==> src/rtl/reset_seq_pkg.sv <==
// reset_seq_pkg: shared types and helpers for the reset sequencer.
//   rst_state_t : sequencer FSM states
//   rst_cause_t : encoding reported on rst_cause
//   cnt_width() : counter width for a count range, never narrower than 1 bit
package reset_seq_pkg;

  typedef enum logic [1:0] {ASSERT, RELEASE, RUN} rst_state_t;

  typedef enum logic [1:0] {CAUSE_POR, CAUSE_BTN, CAUSE_SW, CAUSE_WDOG} rst_cause_t;

  function automatic int unsigned cnt_width(input int unsigned n);
    return (n > 1) ? $clog2(n) : 1;
  endfunction

endpackage

==> src/rtl/reset_sequencer_btn_debounce.sv <==
// btn_debounce: synchronizes a raw push-button and filters out bounce.
//   clk_i   : system clock
//   rst_ni  : asynchronous active-low reset, clears the stable level to 0
//   btn_i   : raw asynchronous button, active-high
//   level_o : debounced level
//   rise_o  : high in the cycle whose clock edge raises level_o (combinational)
module btn_debounce
  import reset_seq_pkg::*;
#(
  parameter int unsigned DEBOUNCE_CYCLES = 1000000
) (
  input  logic clk_i,
  input  logic rst_ni,
  input  logic btn_i,
  output logic level_o,
  output logic rise_o
);

  localparam int unsigned       CNT_W    = cnt_width(DEBOUNCE_CYCLES);
  localparam logic [CNT_W-1:0]  CNT_LAST = CNT_W'(DEBOUNCE_CYCLES - 1);

  logic             sync1_q, sync2_q;
  logic             level_q, level_d;
  logic [CNT_W-1:0] cnt_q, cnt_d;
  logic             flip;

  // The counter only runs while the synced input differs from the stable
  // level; any return to the stable level clears it, so a bounce restarts it.
  assign flip = (sync2_q != level_q) && (cnt_q == CNT_LAST);

  always_comb begin
    cnt_d   = cnt_q;
    level_d = level_q;
    if (sync2_q == level_q) begin
      cnt_d = '0;
    end else if (flip) begin
      level_d = sync2_q;
      cnt_d   = '0;
    end else begin
      cnt_d = cnt_q + CNT_W'(1);
    end
  end

  always_ff @(posedge clk_i or negedge rst_ni) begin
    if (!rst_ni) begin
      sync1_q <= 1'b0;
      sync2_q <= 1'b0;
      level_q <= 1'b0;
      cnt_q   <= '0;
    end else begin
      sync1_q <= btn_i;
      sync2_q <= sync1_q;
      level_q <= level_d;
      cnt_q   <= cnt_d;
    end
  end

  assign level_o = level_q;
  // Announced in the same cycle the level flips, so the sequencer reacts on
  // the edge that raises the debounced level.
  assign rise_o  = flip & sync2_q;

endmodule

==> src/rtl/reset_sequencer.sv <==
// reset_sequencer: generates staged domain resets from board reset, push-button,
// software request and (optionally) a watchdog.
//   clk          : system clock
//   CPU_RESETN   : board reset, asynchronous active-low
//   btn_rst_req  : raw push-button, asynchronous active-high
//   sw_rst_req   : software reset request, one-cycle pulse
//   wdog_kick    : watchdog service pulse
//   rst_out      : active-high domain resets, bit 0 released first
//   rst_done     : high once every stage is released
//   rst_cause    : cause of last reset (0 POR, 1 button, 2 software, 3 watchdog)
// Build option: define RESET_SEQ_WDOG_EN to include the watchdog.
module reset_sequencer
  import reset_seq_pkg::*;
#(
  parameter int unsigned NUM_STAGES      = 3,
  parameter int unsigned HOLD_CYCLES     = 16,
  parameter int unsigned STAGE_GAP       = 4,
  parameter int unsigned DEBOUNCE_CYCLES = 1000000,
  parameter int unsigned WDOG_CYCLES     = 2**24
) (
  input  logic                  clk,
  input  logic                  CPU_RESETN,
  input  logic                  btn_rst_req,
  input  logic                  sw_rst_req,
  input  logic                  wdog_kick,
  output logic [NUM_STAGES-1:0] rst_out,
  output logic                  rst_done,
  output logic [1:0]            rst_cause
);

  localparam int unsigned       HOLD_W    = cnt_width(HOLD_CYCLES);
  localparam logic [HOLD_W-1:0] HOLD_LAST = HOLD_W'(HOLD_CYCLES - 1);
  localparam int unsigned       GAP_W     = cnt_width(STAGE_GAP);
  localparam logic [GAP_W-1:0]  GAP_LAST  = GAP_W'(STAGE_GAP - 1);

  logic                  rstn_meta_q, rstn_sync_q;
  logic                  btn_level, btn_rise;
  logic                  wdog_exp;
  logic                  req, src_active;
  rst_cause_t            req_cause;
  rst_state_t            state_q, state_d;
  rst_cause_t            cause_q, cause_d;
  logic [NUM_STAGES-1:0] rst_out_q, rst_out_d, rst_shift;
  logic                  rst_done_q, rst_done_d;
  logic [HOLD_W-1:0]     hold_q, hold_d;
  logic [GAP_W-1:0]      gap_q, gap_d;

  btn_debounce #(
    .DEBOUNCE_CYCLES(DEBOUNCE_CYCLES)
  ) u_btn_debounce (
    .clk_i  (clk),
    .rst_ni (CPU_RESETN),
    .btn_i  (btn_rst_req),
    .level_o(btn_level),
    .rise_o (btn_rise)
  );

  // Reset assertion is asynchronous; release is seen by the hold counter only
  // after two flops, so the count starts cleanly after the board reset rises.
  always_ff @(posedge clk or negedge CPU_RESETN) begin
    if (!CPU_RESETN) begin
      rstn_meta_q <= 1'b0;
      rstn_sync_q <= 1'b0;
    end else begin
      rstn_meta_q <= 1'b1;
      rstn_sync_q <= rstn_meta_q;
    end
  end

`ifdef RESET_SEQ_WDOG_EN
  localparam int unsigned      WD_W    = cnt_width(WDOG_CYCLES);
  localparam logic [WD_W-1:0]  WD_LAST = WD_W'(WDOG_CYCLES - 1);

  logic [WD_W-1:0] wd_q, wd_d;

  // A kick in the expiry cycle wins; outside RUN the counter is held clear.
  assign wdog_exp = (state_q == RUN) && !wdog_kick && (wd_q == WD_LAST);

  always_comb begin
    wd_d = '0;
    if ((state_q == RUN) && !wdog_kick && (wd_q != WD_LAST)) begin
      wd_d = wd_q + WD_W'(1);
    end
  end

  always_ff @(posedge clk or negedge CPU_RESETN) begin
    if (!CPU_RESETN) begin
      wd_q <= '0;
    end else begin
      wd_q <= wd_d;
    end
  end
`else
  localparam int unsigned unused_wdog_cycles = WDOG_CYCLES;
  logic unused_wdog_kick;

  assign unused_wdog_kick = wdog_kick;
  assign wdog_exp         = 1'b0;
`endif

  assign req        = btn_rise | sw_rst_req | wdog_exp;
  assign req_cause  = btn_rise   ? CAUSE_BTN :
                      sw_rst_req ? CAUSE_SW  : CAUSE_WDOG;
  assign src_active = !rstn_sync_q || btn_level;
  // Releasing a stage clears the lowest still-asserted bit; outputs only ever
  // move toward deasserted, in stage order.
  assign rst_shift  = rst_out_q << 1;

  always_comb begin
    state_d    = state_q;
    cause_d    = cause_q;
    rst_out_d  = rst_out_q;
    rst_done_d = rst_done_q;
    hold_d     = hold_q;
    gap_d      = gap_q;
    if (req) begin
      state_d    = ASSERT;
      cause_d    = req_cause;
      rst_out_d  = '1;
      rst_done_d = 1'b0;
      hold_d     = '0;
      gap_d      = '0;
    end else begin
      case (state_q)
        ASSERT: begin
          if (src_active) begin
            hold_d = '0;
          end else if (hold_q == HOLD_LAST) begin
            hold_d    = '0;
            gap_d     = '0;
            rst_out_d = rst_shift;
            if (rst_shift == '0) begin
              state_d    = RUN;
              rst_done_d = 1'b1;
            end else begin
              state_d = RELEASE;
            end
          end else begin
            hold_d = hold_q + HOLD_W'(1);
          end
        end
        RELEASE: begin
          if (gap_q == GAP_LAST) begin
            gap_d     = '0;
            rst_out_d = rst_shift;
            if (rst_shift == '0) begin
              state_d    = RUN;
              rst_done_d = 1'b1;
            end
          end else begin
            gap_d = gap_q + GAP_W'(1);
          end
        end
        RUN: begin
        end
        default: begin
          state_d    = ASSERT;
          rst_out_d  = '1;
          rst_done_d = 1'b0;
          hold_d     = '0;
        end
      endcase
    end
  end

  always_ff @(posedge clk or negedge CPU_RESETN) begin
    if (!CPU_RESETN) begin
      state_q    <= ASSERT;
      cause_q    <= CAUSE_POR;
      rst_out_q  <= '1;
      rst_done_q <= 1'b0;
      hold_q     <= '0;
      gap_q      <= '0;
    end else begin
      state_q    <= state_d;
      cause_q    <= cause_d;
      rst_out_q  <= rst_out_d;
      rst_done_q <= rst_done_d;
      hold_q     <= hold_d;
      gap_q      <= gap_d;
    end
  end

  assign rst_out   = rst_out_q;
  assign rst_done  = rst_done_q;
  assign rst_cause = cause_q;

endmodule
==> config.mk <==
export PLATFORM = sky130hd
export DESIGN_NAME = reset_sequencer
export DESIGN_NICKNAME = d
export VERILOG_FILES = /design/src/rtl/reset_seq_pkg.sv /design/src/rtl/reset_sequencer_btn_debounce.sv /design/src/rtl/reset_sequencer.sv
export SDC_FILE = /design/constraint.sdc
export NUM_CORES = 1
export LEC_CHECK = 0
export BUFFER_PORTS_ARGS = -buffer_cell sky130_fd_sc_hd__buf_2
export CORE_UTILIZATION = 50
export CTS_CLUSTER_DIAMETER = 100
export CTS_CLUSTER_SIZE = 8
export DETAILED_ROUTE_END_ITERATION = 16
export PLACE_DENSITY = 0.8
export REMOVE_ABC_BUFFERS = 1
export SLEW_MARGIN = 5
export SYNTH_ARGS = -nofsm -noshare
export SYNTH_HDL_FRONTEND = slang
export SYNTH_SLANG_ARGS = --single-unit
==> constraint.sdc <==
create_clock -name clk -period 1.7 [get_ports clk]
set_input_delay 0.255 -clock clk [delete_from_list [all_inputs] [get_ports clk]]
set_output_delay 0.255 -clock clk [all_outputs]
set_load 0.02 [all_outputs]
==> results.txt, run 1 <==
- Outcome: complete, no violations
- Part of the power in the clock network: 42.4%
- Setup total negative slack on the finished layout was measured at 0 ns.
- TritonCTS built the clock tree.
- The path class of the tightest hold or removal check is in2reg.
* Synthesized instance count: 205
* WL per Instance: 14.1 µm
- For this block, the initial DRC count from the detailed router was 127.
* Cell with the largest stage delay on the worst path: sky130_fd_sc_hd__or4b_2
- Congestion Overflow GR: 0
- Number of max-slew violations in the final report: 0
- The worst path needs 1.69 ns of the cycle, external delays included.
- The most used flip-flop cell after synthesis is sky130_fd_sc_hd__dfrtp_1.
- Max Freq: 593 MHz
- Number of buffers added by the clock tree synthesis step: 5
* Cell type with the largest total area after synthesis: sky130_fd_sc_hd__dfrtp_1
- Of all nets on the critical path, the largest fanout is 4.
* Count of flip-flops with a built-in enable after synthesis: 0
- Worst path buffer plus inverter count: 1
- Clock Path Buffers: 2
- After detailed routing, the number of remaining DRC violations is 0.
- Data on the critical path is required at its endpoint by 1.93 ns.
- Yosys reg bits: 39
* Most used standard cell by instance count after synthesis: sky130_fd_sc_hd__dfrtp_1
- Family with the most delay on the worst path: simple AND/OR/NAND/NOR gates
- Antenna violation net count after detailed routing: 0
* Post-synth top cells: sky130_fd_sc_hd__dfrtp_1 (36), sky130_fd_sc_hd__nor2_1 (22), sky130_fd_sc_hd__a21oi_1 (17)
- Internal power component: 0.00142 W
- Total via count after detailed routing: 1640
- The post-route netlist has 25.6% of its cells at a drive strength greater than 1.
* Floorplan die width: 65.4 µm
- Critical Path Start Type: flop
* Worst-skew pair later-pin latency: 0.29 ns
- Once detailed placement completed, the half-perimeter wirelength came to 2.78 mm.
- A synthesized cell averages 9.80 µm².
* Final Hold Violating Endpoints: 0
- Once placement finished, the instance area stood at 0.00225 mm².
- The tree is rooted in a sky130_fd_sc_hd__clkbuf_8.
- The floorplan step defined a die boundary enclosing 0.00428 mm².
- The number of antenna diodes in the final layout is 0.
- Max_cap viols: 0
* Fin worst setup slack: 0.0131 ns
- GRT Resource Usage Total: 20.0%
* Drt pass-1 iters: 4
- The tightest hold path in the finished design has a slack of 0.0757 ns.
- Share of total power in combinational logic: 5.5%
- After clock tree synthesis, the clock-pin slew on the worst setup and hold paths is 0.09 ns.
- Initial Util: 53.7%
- Net switching is 22.0% of the power.
- Area Overhead vs Synth: 21.9%
- At the end of routability-driven placement, the weighted congestion stood at 0.823.
- The worst-case IR drop observed on VDD is 746 µV.
- Total number of H-tree levels: 2
- For this design the ratio of total power to cell area is 743 mW/mm².
- Overall power: 0.00182 W
* Floorplan die height: 65.4 µm
- Synthesis instantiated 44 different standard cells from the library.
* Type of the worst setup path: reg2reg
- Final-report setup violation count: 0
- Data arrival time of the critical path: 1.92 ns
- Clock skew on the completed layout was measured at 0.0114 ns.
- Once layout is done, the placed cells without fillers occupy 0.00245 mm².
- FFs w/ async S/R, synth: 100%
- Reported net switching power: 0.000400 W
* Cell Area, Synth: 0.00201 mm²
- STA classifies the critical path endpoint as a flop.
- Top Ports: 11
- Standby leakage power: 1.08 nW
- Port buffer count: 9
- The region available for standard cell placement spans 0.00374 mm².
* Final wirelength: 4.04 mm
- Largest net degree at the start of global routing: 25
- Portion of synthesized cell area occupied by the leading cell type: 44.8%
- Sequential cell fraction of total power: 52.1%
- Fin nets: 248
- For this run, the register share of the synthesized area comes to 48.8%.
- Placement-stage worst setup slack: 0.0328 ns
- The clock drives 39 sinks.
- Global-route wire length before repair: 6.58 mm
* Top cells by area, synth: sky130_fd_sc_hd__dfrtp_1 (45%), sky130_fd_sc_hd__a21oi_1 (4.2%), sky130_fd_sc_hd__nor2_1 (4.1%), sky130_fd_sc_hd__dfstp_2 (3.9%), sky130_fd_sc_hd__xor2_1 (3.9%)
- The number of global-route vias before repair came to 1539.
* Ratio of final minimum period to clock period: 99.2%
- Using the TritonRoute via totals, the vias-per-cell ratio works out to 5.73.
- Count of warnings emitted by yosys: 0
- Series of cell instances along the critical path: inv_1 -> ha_2 -> or4b_2 -> a21oi_2
- The initial antenna violation count came to 0.
- The largest single stage delay on the critical path is 0.70 ns.
- The initialized floorplan defines 22 standard-cell rows.
- Setup repair after global routing could not meet its margin everywhere.
==> cell usage in the layout, fill, tap and decap left out, types with 2 or more instances in the layout <==
cell type,instances
sky130_fd_sc_hd__buf_12,2
sky130_fd_sc_hd__nand2b_1,3
sky130_fd_sc_hd__or3_1,6
sky130_fd_sc_hd__o211ai_1,3
sky130_fd_sc_hd__nor3_1,6
sky130_fd_sc_hd__o21ai_1,2
sky130_fd_sc_hd__o31ai_1,2
sky130_fd_sc_hd__a21oi_1,16
sky130_fd_sc_hd__nand2_1,6
sky130_fd_sc_hd__nand4_1,4
sky130_fd_sc_hd__or4_1,4
sky130_fd_sc_hd__nor4_1,2
sky130_fd_sc_hd__dfstp_2,3
sky130_fd_sc_hd__nand3_2,2
sky130_fd_sc_hd__nor2_1,22
sky130_fd_sc_hd__and3_4,2
sky130_fd_sc_hd__and2_1,2
sky130_fd_sc_hd__buf_2,9
sky130_fd_sc_hd__o21ai_0,14
sky130_fd_sc_hd__a31oi_1,2
sky130_fd_sc_hd__buf_4,21
sky130_fd_sc_hd__clkbuf_8,5
sky130_fd_sc_hd__nand4_4,2
sky130_fd_sc_hd__ha_1,3
sky130_fd_sc_hd__ha_2,2
sky130_fd_sc_hd__dfrtp_1,36
sky130_fd_sc_hd__nor4_2,2
sky130_fd_sc_hd__nand3_1,9
sky130_fd_sc_hd__xnor2_1,2
sky130_fd_sc_hd__xor2_1,9
sky130_fd_sc_hd__a21o_1,4
sky130_fd_sc_hd__inv_1,8
==> per-layer routing <==
metal / track usage [%] / vias up / share of wire, %
met5: 0 / - / 0
met4: 6.52 / 0 / 1.4
met3: 4.17 / 6 / 3.6
met2: 35.2 / 40 / 49
met1: 24.4 / 792 / 46
li1: - / 802 / -
==> logic make-up (layout without fill, tap and decap cells) <==
| group | Yosys count | count (layout) | share of synthesized area (%) |
|---|---|---|---|
| compound gates | 49 | 49 | 14.4 |
| other cells | 1 | 1 | 0.187 |
| simple gates | 82 | 82 | 23.8 |
| buf+inv | 16 | 49 | 3.67 |
| fa+ha+maj | 6 | 6 | 3.74 |
| xor+xnor | 11 | 11 | 4.79 |
| flops | 39 | 39 | 48.8 |
| mux | 1 | 1 | 0.560 |
==> cell type report <==
cell class,count,area [µm²]
inverters,8,30.0
multi-input cells,150,1010
repair buffers,33,253
flip-flops and latches,39,980
clock inverters,3,43.8
fillers,297,1290
well taps,48,60.1
clock buffers,5,68.8
==> what timing repair did <==
item,CTS,global route
resized for setup,0,15
setup buffers,0,3
hold endpoints to repair,12,0
hold buffers,1,0
endpoints found under the setup margin,0,6
==> power groups by stage <==
stage	sequential, W	combinational (W)	clock [W]
after floorplan	0.000966	0.0000349	0
after global placement	0.000965	0.0000912	0
after detailed placement	0.000965	0.0000923	0
after CTS	0.000947	0.0000941	0.000784
after global routing	0.000951	0.000113	0.000826
final	0.000948	0.000100	0.000771
==> sequential cells by signal, summed over array words and instances (netlist names) <==
register,count
hold_q,4
rst_done,1
u_btn_debounce.sync1_q,1
state_q,2
rst_out,3
u_btn_debounce.sync2_q,1
rstn_sync_q,1
u_btn_debounce.level_o,1
rst_cause,2
rstn_meta_q,1
gap_q,2
u_btn_debounce.cnt_q,20
==> through the flow <==
step	utilization [%]	std cells
detailed placement	60.0	274
CTS	63.3	283
global placement	60.0	274
finish	65.4	286
floorplan	-	197
global route	65.4	286
==> path summary, 6_finish.rpt <==
kind / start / to / slack (ns) / depth (start not counted)
worst min register to register: u_btn_debounce.sync1_q / u_btn_debounce.sync2_q / 0.34 / 0
worst max register to register: state_q[0] / hold_q[2] / 0.01 / 4
max in group asynchronous: CPU_RESETN / u_btn_debounce.cnt_q[12] / 0.83 / 3
worst max-delay path: state_q[0] / hold_q[2] / 0.01 / 4
worst min-delay path: btn_rst_req / u_btn_debounce.sync1_q / 0.08 / 1
min in group asynchronous: CPU_RESETN / hold_q[2] / 0.41 / 2
No activity file was read; power rests on OpenSTA's default activity.
==> run 2: changes to the inputs <==
--- a/config.mk
+++ b/config.mk
@@ -10,7 +10,7 @@
 export CTS_CLUSTER_DIAMETER = 100
 export CTS_CLUSTER_SIZE = 8
 export DETAILED_ROUTE_END_ITERATION = 16
-export PLACE_DENSITY = 0.8
+export PLACE_DENSITY = 0.79
 export REMOVE_ABC_BUFFERS = 1
 export SLEW_MARGIN = 5
 export SYNTH_ARGS = -nofsm -noshare
==> run 2 against run 1 <==
Effect of this change:
- sequential power barely moved
- critical path depth is the same
- clock power is 20% lower
- combinational power decreased by 18%
- register-to-register slack improved by 0.03 ns
- routed wire length is 6.2% lower
- highest routed layer unchanged
- sequential share of layout area increased by 2.0 points
==> results.txt, run 2 (synthesis gave the netlist of run 1 again) <==
- Worst reg2reg path startpoint: state_q[0] (unchanged)
- Remaining design rule violation count: 0 (unchanged)
- Tmin final: 1.66 ns (was 1.69 ns)
* Half-perimeter wire length after placement: 2.58 mm (was 2.78 mm)
- Non-Filler Cell Area, Final: 0.00234 mm² (was 0.00245 mm²)
- Congestion Overflow GR: 0 (unchanged)
- Family with the most delay on the worst path: simple AND/OR/NAND/NOR gates (unchanged)
- The switching power as a share of total power came to 23.7% (was 22.0%).
- The via count normalized by instance count was 5.69 (was 5.73).
- Top Ports: 11 (unchanged)
* Standby leakage power: 1.02 nW (was 1.08 nW)
- The area enclosed by the die boundary was 0.00428 mm² (unchanged).
* Clock tree from TritonCTS: done (unchanged)
- WP data required: 1.92 ns (was 1.93 ns)
- Setup repair after global routing missed its margin: true (unchanged)
- Number of DRC markers after the initial detailed-route iteration: 223 (was 127)
- Total via count after detailed routing: 1588 (was 1640)
* Series of cell instances along the critical path: inv_1 -> ha_4 -> or4b_2 -> a21oi_2 (was inv_1 -> ha_2 -> or4b_2 -> a21oi_2)
* Placement-stage worst setup slack: 0.0169 ns (was 0.0328 ns)
* Outcome: complete, no violations (unchanged)
* Ratio of final minimum period to clock period: 97.5% (was 99.2%)
- The endpoint arrival time on the critical path is 1.88 ns (was 1.92 ns).
- Internal power component: 0.00126 W (was 0.00142 W)
* Floorplan die width: 65.4 µm (unchanged)
* Initial Util: 53.7% (unchanged)
- Final wirelength: 3.79 mm (was 4.04 mm)
* Initial antenna violation count: 0 (unchanged)
* Sequential cell fraction of total power: 57.6% (was 52.1%)
* Core outline area: 0.00374 mm² (unchanged)
- Total clock sinks: 39 (unchanged)
- Depth of the worst register-to-register path: 4 (unchanged)
* Cell with the largest stage delay on the worst path: sky130_fd_sc_hd__or4b_2 (unchanged)
- The worst path buffer plus inverter count came to 1 (unchanged).
- Clk_skew: 0.00887 ns (was 0.0114 ns)
- Amount of wire on met2 after detailed routing: 1.76 mm (was 2.00 mm)
- The final RePlAce weighted congestion came to 0.830 (was 0.823).
- Register with the most flip-flops: u_btn_debounce.cnt_q (unchanged)
* Max Freq: 603 MHz (was 593 MHz)
* Drt pass-1 iters: 4 (unchanged)
* Share of total power in combinational logic: 5.0% (was 5.5%)
- Worst hold slack across all endpoints: 0.00925 ns (was 0.0757 ns)
- Power per cell area: 704 mW/mm² (was 743 mW/mm²)
- Area Overhead vs Synth: 16.3% (was 21.9%)
- The startpoint class of the critical path is a flop (unchanged).
* Floorplan die height: 65.4 µm (unchanged)
* Final Hold Violating Endpoints: 0 (unchanged)
- GRT Resource Usage Total: 20.2% (was 20.0%)
* Final-report setup violation count: 0 (unchanged)
- The destination of the worst register-to-register timing path was hold_q[2] (unchanged).
* Share of final-layout standard cells stronger than drive strength 1: 22.9% (was 25.6%)
- Site Rows: 22 (unchanged)
* Clock Path Buffers: 2 (unchanged)
- Top layer in use: met4 (unchanged)
- The critical path class is reg2reg (unchanged).
- The fraction of power consumed by the clock network was 37.4% (was 42.4%).
- The wire length on met1 is 1.84 mm (about the same).
* Class of the tightest hold or removal check: in2async (was in2reg)
- The critical path capture point type is a flop (unchanged).
- Worst-skew pair later-pin latency: 0.29 ns (about the same)
- Largest stage delay on the critical path: 0.69 ns (was 0.70 ns)
- The flip-flop count of the largest register after layout was 20 (unchanged).
- Largest net degree at the start of global routing: 40 (was 25)
- Dpl cell area: 0.00218 mm² (was 0.00225 mm²)
- Total number of H-tree levels: 2 (unchanged)
* Max IR drop VDD: 371 µV (was 746 µV)
- The slack of the worst reg-to-reg path was 0.04 ns (was 0.01 ns).
- The number of placed instances, taps included is 269 (was 274).
- The cell chosen for the clock root is sky130_fd_sc_hd__clkbuf_8 (unchanged).
* Global-route wire length before repair: 6.58 mm (about the same)
- Most frequent cells in the layout: sky130_fd_sc_hd__dfrtp_1 (34), sky130_fd_sc_hd__nor2_1 (22), sky130_fd_sc_hd__a21oi_1 (16) (was sky130_fd_sc_hd__dfrtp_1 (36), sky130_fd_sc_hd__nor2_1 (22), sky130_fd_sc_hd__buf_4 (21)).
- Fin worst setup slack: 0.0427 ns (was 0.0131 ns)
- Final standard cell count with taps included and fillers excluded: 279 (was 286)
* Number of max-slew violations in the final report: 0 (unchanged)
- Port buffer count: 9 (unchanged)
- The worst-path maximum fanout was 5 (was 4).
- The antenna diode instance count came to 0 (unchanged).
- The routed wire length on met3 is 140 µm (was 144 µm).
* Reported net switching power: 0.000391 W (was 0.000400 W)
- The commonest non-fill, non-tap cell in the layout was sky130_fd_sc_hd__dfrtp_1 (unchanged).
- Number of global-route vias before repair: 1497 (was 1539)
* Reg clk slew, reported paths: 0.08 ns (was 0.09 ns)
- Max_cap viols: 0 (unchanged)
- The mean routed wirelength per cell came to 13.6 µm (was 14.1 µm).
* Antenna violation net count after detailed routing: 0 (unchanged)
- The CTS buffer count is 5 (unchanged).
- The number of inserted filler cells in the final layout came to 310 (was 297).
- The final net count came to 241 (was 248).
run 2: cell count changes in the layout (fill, tap and decap cells not counted), moves of 2 or more:
cell and delta:
sky130_fd_sc_hd__buf_4 -6, sky130_fd_sc_hd__and3_4 -2, sky130_fd_sc_hd__buf_12 -2, sky130_fd_sc_hd__buf_6 +2
sky130_fd_sc_hd__dfrtp_1 -2, sky130_fd_sc_hd__dfrtp_2 +2, sky130_fd_sc_hd__ha_2 -2, sky130_fd_sc_hd__nor4_1 +2
sky130_fd_sc_hd__nor4_2 -2
run 2: layout make-up:
type	instances	area [µm²]	area share [%]
clock buffers	6	72.6	3.10
clock inverters	2	12.5	0.535
inverters	8	30.0	1.28
multi-input cells	150	1000	42.8
flip-flops and latches	39	982	42.0
well taps	48	60.1	2.57
repair buffers	26	180	7.71
run 2: stage by stage:
| stage | power [W] | utilization, % | setup TNS [ns] |
|---|---|---|---|
| 2_1_floorplan | 0.00100 | - | -4.71 |
| 5_1_grt | 0.00172 | 62.4 | -0.00472 |
| 4_1_cts | 0.00166 | 60.9 | 0 |
| 6_report | 0.00165 | 62.4 | 0 |
| 3_5_place_dp | 0.00105 | 58.3 | 0 |
| 3_3_place_gp | 0.00105 | 58.3 | 0 |
run 2: what timing repair did:
action / in CTS / in global routing
endpoints found under the hold margin: 0 / 0
endpoints found under the setup margin: 1 / 27
pin swaps: 0 / 1
gates cloned: 0 / 0
setup buffers: 0 / 2
gates resized for setup: 1 / 13
hold buffers: 0 / 0
run 2: power groups by stage:
stage                     logic [W]  clock network, W  registers (W)
after floorplan           0.0000349                 0       0.000966
after global placement    0.0000801                 0       0.000965
after detailed placement  0.0000808                 0       0.000965
after CTS                 0.0000810          0.000631       0.000947
after global routing      0.0000944          0.000679       0.000949
final                     0.0000822          0.000616       0.000948
run 2: how the worst max path moves through the flow:
stage	startpoint	to	slack, ns	cells past startpoint
3_5_place_dp	state_q[1]	hold_q[2]	0.02	4
4_1_cts	hold_q[1]	state_q[0]	0.04	5
2_1_floorplan	u_btn_debounce.cnt_q[2]	u_btn_debounce.cnt_q[10]	-0.23	4
3_3_place_gp	state_q[0]	hold_q[2]	0.05	4
5_1_grt	state_q[0]	hold_q[2]	-0.005	5
6_report	state_q[0]	hold_q[2]	0.04	4
run 2: metal layers:
metal  vias up  GRT usage, %
li1        787             -
met1       765          27.3
met2        31          31.1
met3         5          5.73
met4         0          6.79
met5         -             0
